<file path="src/rtl/sdram_arb_pkg.sv">
// Shared types and constants for the SDRAM port arbiter: FSM states, transaction owner,
// bus widths and the data word returned to a requester whose transaction was aborted.
package sdram_arb_pkg;

    localparam int ADDR_W = 32;
    localparam int DATA_W = 16;

    localparam logic [DATA_W-1:0] ERR_DATA = 16'hDEAD;

    typedef enum logic [2:0] {
        ST_IDLE,
        ST_CART_RD,
        ST_HOST_RD,
        ST_HOST_WR,
        ST_RESP
    } state_t;

    typedef enum logic {
        OWNER_CART,
        OWNER_HOST
    } owner_t;

endpackage

</file>
<file path="src/rtl/sdram_arb_prio.sv">
// Grant decision: cart has fixed priority, host is forced after MAX_CART_RUN cart grants
// while it waits. Combinational grant, registered run counter; grants only when arb_en.
module sdram_arb_prio
    import sdram_arb_pkg::*;
#(
    parameter int MAX_CART_RUN = 8
) (
    input  logic clk,
    input  logic rst,
    input  logic arb_en,
    input  logic cart_rd,
    input  logic host_rd,
    input  logic host_wr,
    output logic gnt_cart,
    output logic gnt_host_wr,
    output logic gnt_host_rd
);

    localparam int CW = $clog2(MAX_CART_RUN + 1);

    logic [CW-1:0] run_cnt;
    logic          host_pend;
    logic          force_host;

    assign host_pend  = host_rd | host_wr;
    assign force_host = host_pend && (run_cnt == CW'(MAX_CART_RUN));

    // A simultaneous host read and write request is always served as the write.
    always_comb begin
        gnt_cart    = 1'b0;
        gnt_host_wr = 1'b0;
        gnt_host_rd = 1'b0;
        if (arb_en) begin
            if (force_host) begin
                gnt_host_wr = host_wr;
                gnt_host_rd = !host_wr;
            end else if (cart_rd) begin
                gnt_cart = 1'b1;
            end else if (host_wr) begin
                gnt_host_wr = 1'b1;
            end else if (host_rd) begin
                gnt_host_rd = 1'b1;
            end
        end
    end

    always_ff @(posedge clk) begin
        if (!rst) begin
            run_cnt <= '0;
        end else if (!host_pend || gnt_host_wr || gnt_host_rd) begin
            run_cnt <= '0;
        end else if (gnt_cart && run_cnt != CW'(MAX_CART_RUN)) begin
            run_cnt <= run_cnt + CW'(1);
        end
    end

endmodule

</file>
<file path="src/rtl/sdram_port_arbiter.sv">
// Shares one SDRAM read/write port between cart (priority) and host; ack = mem ack + 1 cycle.
// Requests are level-held until ack; optional watchdog abort under ARB_TIMEOUT_EN.
module sdram_port_arbiter
    import sdram_arb_pkg::*;
#(
    parameter logic [ADDR_W-1:0] CART_BASE    = 32'h0000_0000,
    parameter int                MAX_CART_RUN = 8,
    parameter int                TIMEOUT      = 1023
) (
    input  logic              clk,
    input  logic              rst,
    input  logic              cart_rd,
    input  logic [ADDR_W-1:0] cart_addr,
    output logic [DATA_W-1:0] cart_data,
    output logic              cart_ack,
    input  logic              host_rd,
    input  logic              host_wr,
    input  logic [ADDR_W-1:0] host_addr,
    input  logic [DATA_W-1:0] host_wdata,
    output logic [DATA_W-1:0] host_rdata,
    output logic              host_ack,
    output logic              mem_rd,
    output logic              mem_wr,
    output logic [ADDR_W-1:0] mem_addr,
    output logic [DATA_W-1:0] mem_wdata,
    input  logic [DATA_W-1:0] mem_rdata,
    input  logic              mem_rd_ack,
    input  logic              mem_wr_ack,
    output logic              busy,
    output logic              timeout_err
);

    state_t state;
    owner_t owner;
    logic   arb_en;
    logic   gnt_cart, gnt_host_wr, gnt_host_rd;
    logic   rd_done, wr_done, wd_expire;

    assign arb_en  = (state == ST_IDLE);
    assign busy    = (state != ST_IDLE);
    assign rd_done = (state == ST_CART_RD || state == ST_HOST_RD) && mem_rd_ack;
    assign wr_done = (state == ST_HOST_WR) && mem_wr_ack;

    sdram_arb_prio #(
        .MAX_CART_RUN(MAX_CART_RUN)
    ) u_prio (
        .clk        (clk),
        .rst        (rst),
        .arb_en     (arb_en),
        .cart_rd    (cart_rd),
        .host_rd    (host_rd),
        .host_wr    (host_wr),
        .gnt_cart   (gnt_cart),
        .gnt_host_wr(gnt_host_wr),
        .gnt_host_rd(gnt_host_rd)
    );

`ifdef ARB_TIMEOUT_EN
    localparam int WD_W = $clog2(TIMEOUT + 1);

    logic [WD_W-1:0] wd_cnt;

    // A matching ack in the expiry cycle still completes normally.
    assign wd_expire = (state == ST_CART_RD || state == ST_HOST_RD || state == ST_HOST_WR)
                       && (wd_cnt == WD_W'(TIMEOUT - 1)) && !rd_done && !wr_done;

    always_ff @(posedge clk) begin
        if (!rst) begin
            wd_cnt      <= '0;
            timeout_err <= 1'b0;
        end else begin
            timeout_err <= wd_expire;
            if (state == ST_IDLE || state == ST_RESP) begin
                wd_cnt <= '0;
            end else begin
                wd_cnt <= wd_cnt + WD_W'(1);
            end
        end
    end
`else
    assign wd_expire   = 1'b0;
    assign timeout_err = 1'b0;
`endif

    always_ff @(posedge clk) begin
        if (!rst) begin
            state      <= ST_IDLE;
            owner      <= OWNER_CART;
            mem_rd     <= 1'b0;
            mem_wr     <= 1'b0;
            mem_addr   <= '0;
            mem_wdata  <= '0;
            cart_data  <= '0;
            cart_ack   <= 1'b0;
            host_rdata <= '0;
            host_ack   <= 1'b0;
        end else begin
            cart_ack <= 1'b0;
            host_ack <= 1'b0;
            case (state)
                ST_IDLE: begin
                    if (gnt_cart) begin
                        state    <= ST_CART_RD;
                        owner    <= OWNER_CART;
                        mem_rd   <= 1'b1;
                        mem_addr <= cart_addr + CART_BASE;
                    end else if (gnt_host_wr) begin
                        state     <= ST_HOST_WR;
                        owner     <= OWNER_HOST;
                        mem_wr    <= 1'b1;
                        mem_addr  <= host_addr;
                        mem_wdata <= host_wdata;
                    end else if (gnt_host_rd) begin
                        state    <= ST_HOST_RD;
                        owner    <= OWNER_HOST;
                        mem_rd   <= 1'b1;
                        mem_addr <= host_addr;
                    end
                end
                ST_CART_RD, ST_HOST_RD, ST_HOST_WR: begin
                    // Aborts also pass through RESP so the still-high request is not re-granted.
                    if (rd_done || wr_done || wd_expire) begin
                        mem_rd <= 1'b0;
                        mem_wr <= 1'b0;
                        state  <= ST_RESP;
                        if (owner == OWNER_CART) begin
                            cart_ack  <= 1'b1;
                            cart_data <= wd_expire ? ERR_DATA : mem_rdata;
                        end else begin
                            host_ack <= 1'b1;
                            if (!wr_done) begin
                                host_rdata <= wd_expire ? ERR_DATA : mem_rdata;
                            end
                        end
                    end
                end
                default: state <= ST_IDLE;
            endcase
        end
    end

endmodule

</file>
<file path="config.mk">
export PLATFORM = sky130hd
export DESIGN_NAME = sdram_port_arbiter
export DESIGN_NICKNAME = d
export VERILOG_FILES = /design/src/rtl/sdram_arb_pkg.sv /design/src/rtl/sdram_arb_prio.sv /design/src/rtl/sdram_port_arbiter.sv
export SDC_FILE = /design/constraint.sdc
export NUM_CORES = 1
export LEC_CHECK = 0
export CORE_ASPECT_RATIO = 1.4
export CORE_UTILIZATION = 40
export CTS_BUF_LIST = sky130_fd_sc_hd__clkbuf_16
export DETAILED_ROUTE_END_ITERATION = 8
export GPL_TIMING_DRIVEN = 0
export HOLD_SLACK_MARGIN = 0.15
export MAX_ROUTING_LAYER = met4
export PLACE_DENSITY = 0.78
export SYNTH_ARGS = -nofsm -noshare
export SYNTH_HDL_FRONTEND = slang
export SYNTH_HIERARCHICAL = 1
export SYNTH_SLANG_ARGS = --single-unit
</file>
<file path="constraint.sdc">
create_clock -name clk -period 3.25 [get_ports clk]
set_input_delay 0.325 -clock clk [delete_from_list [all_inputs] [get_ports clk]]
set_output_delay 0.325 -clock clk [all_outputs]
set_load 0.01 [all_outputs]
</file>
**Word level (Yosys, flattened, before mapping)**

Index checks and enable logic that the tools add are counted.

- $add $sub $neg: 1
- Equal/unequal tests: 11
- Mux-type cells: 32
- Bitwise operators: 5
- Reductions and logical operators: 24

Operators with widths:

| kind | number |
|---|---|
| $mux W32 | 3 |
| $mux W1 | 22 |
| $mux W3 | 4 |
| $reduce_and A4 Y1 | 3 |
| $reduce_and A3 Y1 | 3 |
| $eq A3 B2 Y1 const B | 2 |
| $pmux W3 S2 | 1 |
| $reduce_bool A3 Y1 | 2 |
| $add A4 B1 Y4 const B | 1 |
| $eq A4 B4 Y1 const B | 1 |
| $logic_and A1 B1 Y1 | 4 |
| $logic_or A1 B1 Y1 | 4 |
| $ne A2 B2 Y1 const B | 2 |
| $ne A4 B1 Y1 const B | 1 |
| $ne A4 B4 Y1 const B | 1 |
| $not A1 Y1 | 4 |
| $pmux W1 S2 | 2 |
| $reduce_and A2 Y1 | 2 |
| $eq A3 B1 Y1 const B | 1 |
| $logic_not A3 Y1 | 1 |
| $ne A3 B1 Y1 const B | 1 |
| $ne A3 B2 Y1 const B | 1 |
| $reduce_or A3 Y1 | 1 |
| $logic_not A1 Y1 | 2 |
| 4 further kinds | 4 |

- Register bits: 92
- Bits of input ports: 103
- Output and inout bits: 86
- Word-level logic and storage cells: 84

**Depth between registers and ports, before layout**

- Depth in word-level cells: 9
- Depth in mapped cells: 12
- Mapped depth without buffers: 8

**By module**

The synthesis kept the hierarchy.

By module, submodules not included:

| module | times used | cells each | area each (sq um) | sequential area each (sq um) |
|---|---|---|---|---|
| sdram_port_arbiter | 1 | 410 | 4,020.1 | 1,761.7 |
| sdram_arb_prio | 1 | 34 | 252.7 | 80.1 |

**Least setup slack after synthesis**

Ideal clock, no wire load.

- Kind: register to register
- Start point: register state[2]
- End point: register mem_addr[12]
- Setup time: 0.146 ns
- Arrival time: 2.202 ns
- Required time: 3.104 ns
- Path slack: 0.902 ns
- Cell stages (with the launch flop): 11
- Path buffers: 5
- Period minus slack after synthesis: 2.348 ns
- Cells stage by stage: dfxtp_1 buf_2 nor3_2 buf_4 buf_2 nand2_2 nor2_1 buf_2 clkbuf_1 mux2i_1 a211oi_2

- Word-level cells in the longest chain between the ends: 4
- Elaborated cells on any way between the ends: 8
- Classes of those cells: mux: 5; reduce/logical: 3

Ends and longest elaborated chain:

| what | RTL line | text |
|---|---|---|
| from (decl) | sdram_port_arbiter.sv:33 | `state_t state;` |
| from (signal assigned) | sdram_port_arbiter.sv:87 | `state <= ST_IDLE;` |
| from (signal assigned) | sdram_port_arbiter.sv:103 | `state <= ST_CART_RD;` |
| from (signal assigned) | sdram_port_arbiter.sv:108 | `state <= ST_HOST_WR;` |
| $logic_not A3 Y1 * | sdram_port_arbiter.sv:39 | `assign arb_en = (state == ST_IDLE);` |
| named net arb_en | sdram_port_arbiter.sv:35 | `logic arb_en;` |
| $mux W1 * | sdram_arb_prio.sv:33 | `if (arb_en) begin` |
| named net gnt_cart | sdram_port_arbiter.sv:36 | `logic gnt_cart, gnt_host_wr, gnt_host_rd;` |
| $reduce_bool A3 Y1 (no source line) | -- |  |
| $reduce_and A2 Y1 (no source line) | -- |  |
| to (signal assigned) | sdram_port_arbiter.sv:106 | `mem_addr <= cart_addr + CART_BASE;` |
| to (signal assigned) | sdram_port_arbiter.sv:111 | `mem_addr <= host_addr;` |
| to (signal assigned) | sdram_port_arbiter.sv:117 | `mem_addr <= host_addr;` |
| to (decl) | sdram_port_arbiter.sv:24 | `output logic [ADDR_W-1:0] mem_addr,` |

The timed path passes the listed nets; every way through them passes the cells marked *.
A chain may end at the register's enable or synchronous reset.

**Worst setup path in the final report**

- Start point: register state[2]
- End point: register mem_addr[17]

Same word-level chain as after synthesis.

==> results.json <==
{
  "n_fill_cell": 878,
  "die_area_um2": 11100,
  "grt_max_degree": 17,
  "ys_types": 45,
  "reg2reg_from": "state[2]$_SDFFE_PN0P_",
  "max_freq_mhz": 329,
  "p_per_area_nw_per_um2": 823,
  "drtPass1Iterations": 4,
  "synth_cells": 444,
  "worstSetupEndpoint": "mem_addr[17]$_SDFFE_PN0P_",
  "r2r_cells": 10,
  "synth-main-ff-cell": "dfxtp_1",
  "pwr-share-comb": 0.517,
  "cts_sinks": 92,
  "netlist_top_cells_area": "dfxtp_1, mux2i_1, a211oi_2",
  "p_seq_frac": 0.296,
  "setup_viol": 0,
  "slew_violations": 0,
  "yosysSeqAreaShare": 0.431,
  "initial_core_util": 0.411,
  "n_antenna_cell": 0,
  "min_period_over_period": 0.935,
  "synth_edf_count": 0,
  "ys_ff_latch": 92,
  "routed_via_density": 5.22,
  "clk_latency_ps": 340,
  "drtIter0Drc": 162,
  "avgSynthCellArea_um2": 9.62,
  "rrSetupSlack_ps": 210,
  "rsz0062_at_grt": "false",
  "antenna_found_initial": 0,
  "final_common_cell": "clkdlybuf4s50_1",
  "cts_repair_resize_count": 0,
  "routed_wl_mm": 12.7,
  "cts_hold_buf": 0,
  "tightest_slew_ps": 764,
  "synth_top_area_share": 0.431,
  "htree_levels": 3,
  "die_y_um": 124,
  "worstSetupPathType": "register to register",
  "synthesis.nets": 549,
  "grt_pass1_wl_mm": 19.2,
  "cts_tree": "yes",
  "reg2reg_to": "mem_addr[17]$_SDFFE_PN0P_",
  "num_rows": 44,
  "async_flop_share": 0,
  "p_clk_frac": 0.187,
  "cp_data_arrival_time_ps": 3230,
  "vias": 4095,
  "fin_skew_ps": 5.53,
  "grt_pass1_vias": 4016,
  "crit_path_end_kind": "register",
  "irDropWorstVdd_uv": 331,
  "cap_violations": 0,
  "cp-start-kind": "register",
  "dieWidth_um": 89.4,
  "drive_gt1_frac": 0.104,
  "ant_nets": 0,
  "yosysWarningCount": 6,
  "whs_ps": 463,
  "syn_area_um2": 4270,
  "hold_class": "register to register",
  "postCtsSetupRepairBufs": 0,
  "gp_congestion": 0.798,
  "core_area_um2": 10400,
  "p_sw_mw": 2.06,
  "worst_ep_required_time_ps": 3440,
  "track_usage": 0.231,
  "io_buffers": 187,
  "io_pins": 189,
  "syn2layout_area_growth_pct": 54.5,
  "synth.largest_area_cell": "dfxtp_1",
  "clockBufferDepth": 2,
  "drcViolationCount": 0,
  "hold_viol": 0,
  "worstPathMaxFanout": 16,
  "final_cell_mix": "clkdlybuf4s50_1, dfxtp_1, a21oi_1",
  "cts_buffers": 9,
  "nets": 747,
  "setup.worst_path.start": "state[2]$_SDFFE_PN0P_",
  "slew_headroom": 0.491,
  "status": "finished clean",
  "path_clk_slew_ps": 60,
  "p_sw_frac": 0.379,
  "power_leakage_nw": 2.41,
  "post-dp-hpwl_mm": 9.81,
  "grt-ovfl-total": 0,
  "wl_per_cell_um": 16.2,
  "root_buffer": "clkbuf_16",
  "setup_tns_ps": 0,
  "p_int_mw": 3.37,
  "finalCriticalPeriod_ps": 3040
}
flip-flops by register name, indices dropped and copies added (netlist names):
register and count:
mem_addr 32, cart_data 16, host_rdata 16, mem_wdata 16, u_prio/run_cnt 4, state 3, cart_ack 1, host_ack 1
mem_rd 1, mem_wr 1, owner 1
per-layer routing:
| layer | GRT usage | vias to the layer above | part of all wire |
|---|---|---|---|
| met3 | 0.0391 | 24 | 0.060 |
| li1 | - | 1988 | - |
| met1 | 0.240 | 1925 | 0.39 |
| met5 | - | - | 0 |
| met4 | 0.0943 | 0 | 0.029 |
| met2 | 0.418 | 158 | 0.53 |
stage by stage:
| step | util | std cells | area, µm² | worst slack, ps | total power [mW] |
|---|---|---|---|---|---|
| 6_report | 0.634 | 785 | 6600 | 212 | 5.44 |
| 5_1_grt | 0.634 | 785 | 6600 | 33.6 | 5.76 |
| 4_1_cts | 0.634 | 785 | 6600 | 206 | 5.48 |
| 3_5_place_dp | 0.607 | 769 | 6320 | 233 | 4.45 |
| 3_3_place_gp | 0.607 | 769 | 6320 | 311 | 4.38 |
| 2_1_floorplan | - | 444 | 4270 | 902 | 3.33 |
Yosys cell counts, drive strengths merged (2+ instances only):
master	instances
nand3	17
nor2	6
clkbuf	27
o21ai	19
and3	18
nor2b	3
a211oi	33
buf	17
ha	2
nand4	4
mux2i	49
nand2	38
o21a	17
nand2b	2
a21oi	55
inv	5
or3	2
and2	2
nor3	2
dfxtp	92
a21boi	16
nand3b	3
power by group through the flow:
| stage | registers [mW] | clock network [mW] | logic [mW] |
|---|---|---|---|
| floorplan | 1.75 | 0 | 1.59 |
| global placement | 1.61 | 0 | 2.76 |
| detailed placement | 1.63 | 0 | 2.82 |
| CTS | 1.61 | 1.03 | 2.83 |
| global route | 1.64 | 1.09 | 3.03 |
| finish | 1.61 | 1.02 | 2.81 |
critical path, cell delays in order (launching register included):
cell and delay (ps):
dfxtp_1 330, buf_2 180, nor3_2 210, buf_4 200, buf_2 320, nand2_2 90
nor2_1 180, buf_2 310, clkbuf_1 620, mux2i_1 340, a211oi_2 100
final cells by class:
cell class	instances	area (µm²)	share of cell area
multi-input combinational	302	2180	0.330
timing repair buffer	187	1870	0.284
sequential	92	1840	0.279
buffer	44	231	0.0351
clock buffer	9	225	0.0341
tap	138	173	0.0262
clock inverter	7	58.8	0.00891
inverter	6	22.5	0.00341
cell families (layout without fill, tap and decap cells):
kind of cell,after synthesis,in the layout,share of synthesized area
DFF,92,92,0.431
muxes,50,50,0.120
AOI/OAI and AO/OA,144,144,0.246
buffers and inverters,50,253,0.0594
xor gates and xnor gates,2,2,0.00849
adders and majority gates,2,2,0.00586
and+or+nand+nor,103,103,0.128
other,1,1,0.000878
worst min-delay path by stage:
stage	slack [ps]	endpoint	cells past startpoint	startpoint
final	460	cart_data[7]$_SDFFE_PN0P_	2	cart_data[7]$_SDFFE_PN0P_
after global routing	490	cart_data[2]$_SDFFE_PN0P_	2	cart_data[2]$_SDFFE_PN0P_
after CTS	470	cart_data[7]$_SDFFE_PN0P_	2	cart_data[7]$_SDFFE_PN0P_
after detailed placement	450	cart_data[7]$_SDFFE_PN0P_	2	cart_data[7]$_SDFFE_PN0P_
after global placement	450	cart_data[11]$_SDFFE_PN0P_	2	cart_data[11]$_SDFFE_PN0P_
after floorplan	470	u_prio/run_cnt[1]$_SDFFE_PP0P_	2	u_prio/run_cnt[1]$_SDFFE_PP0P_
Note: power is estimated with default switching activity, not from simulation.
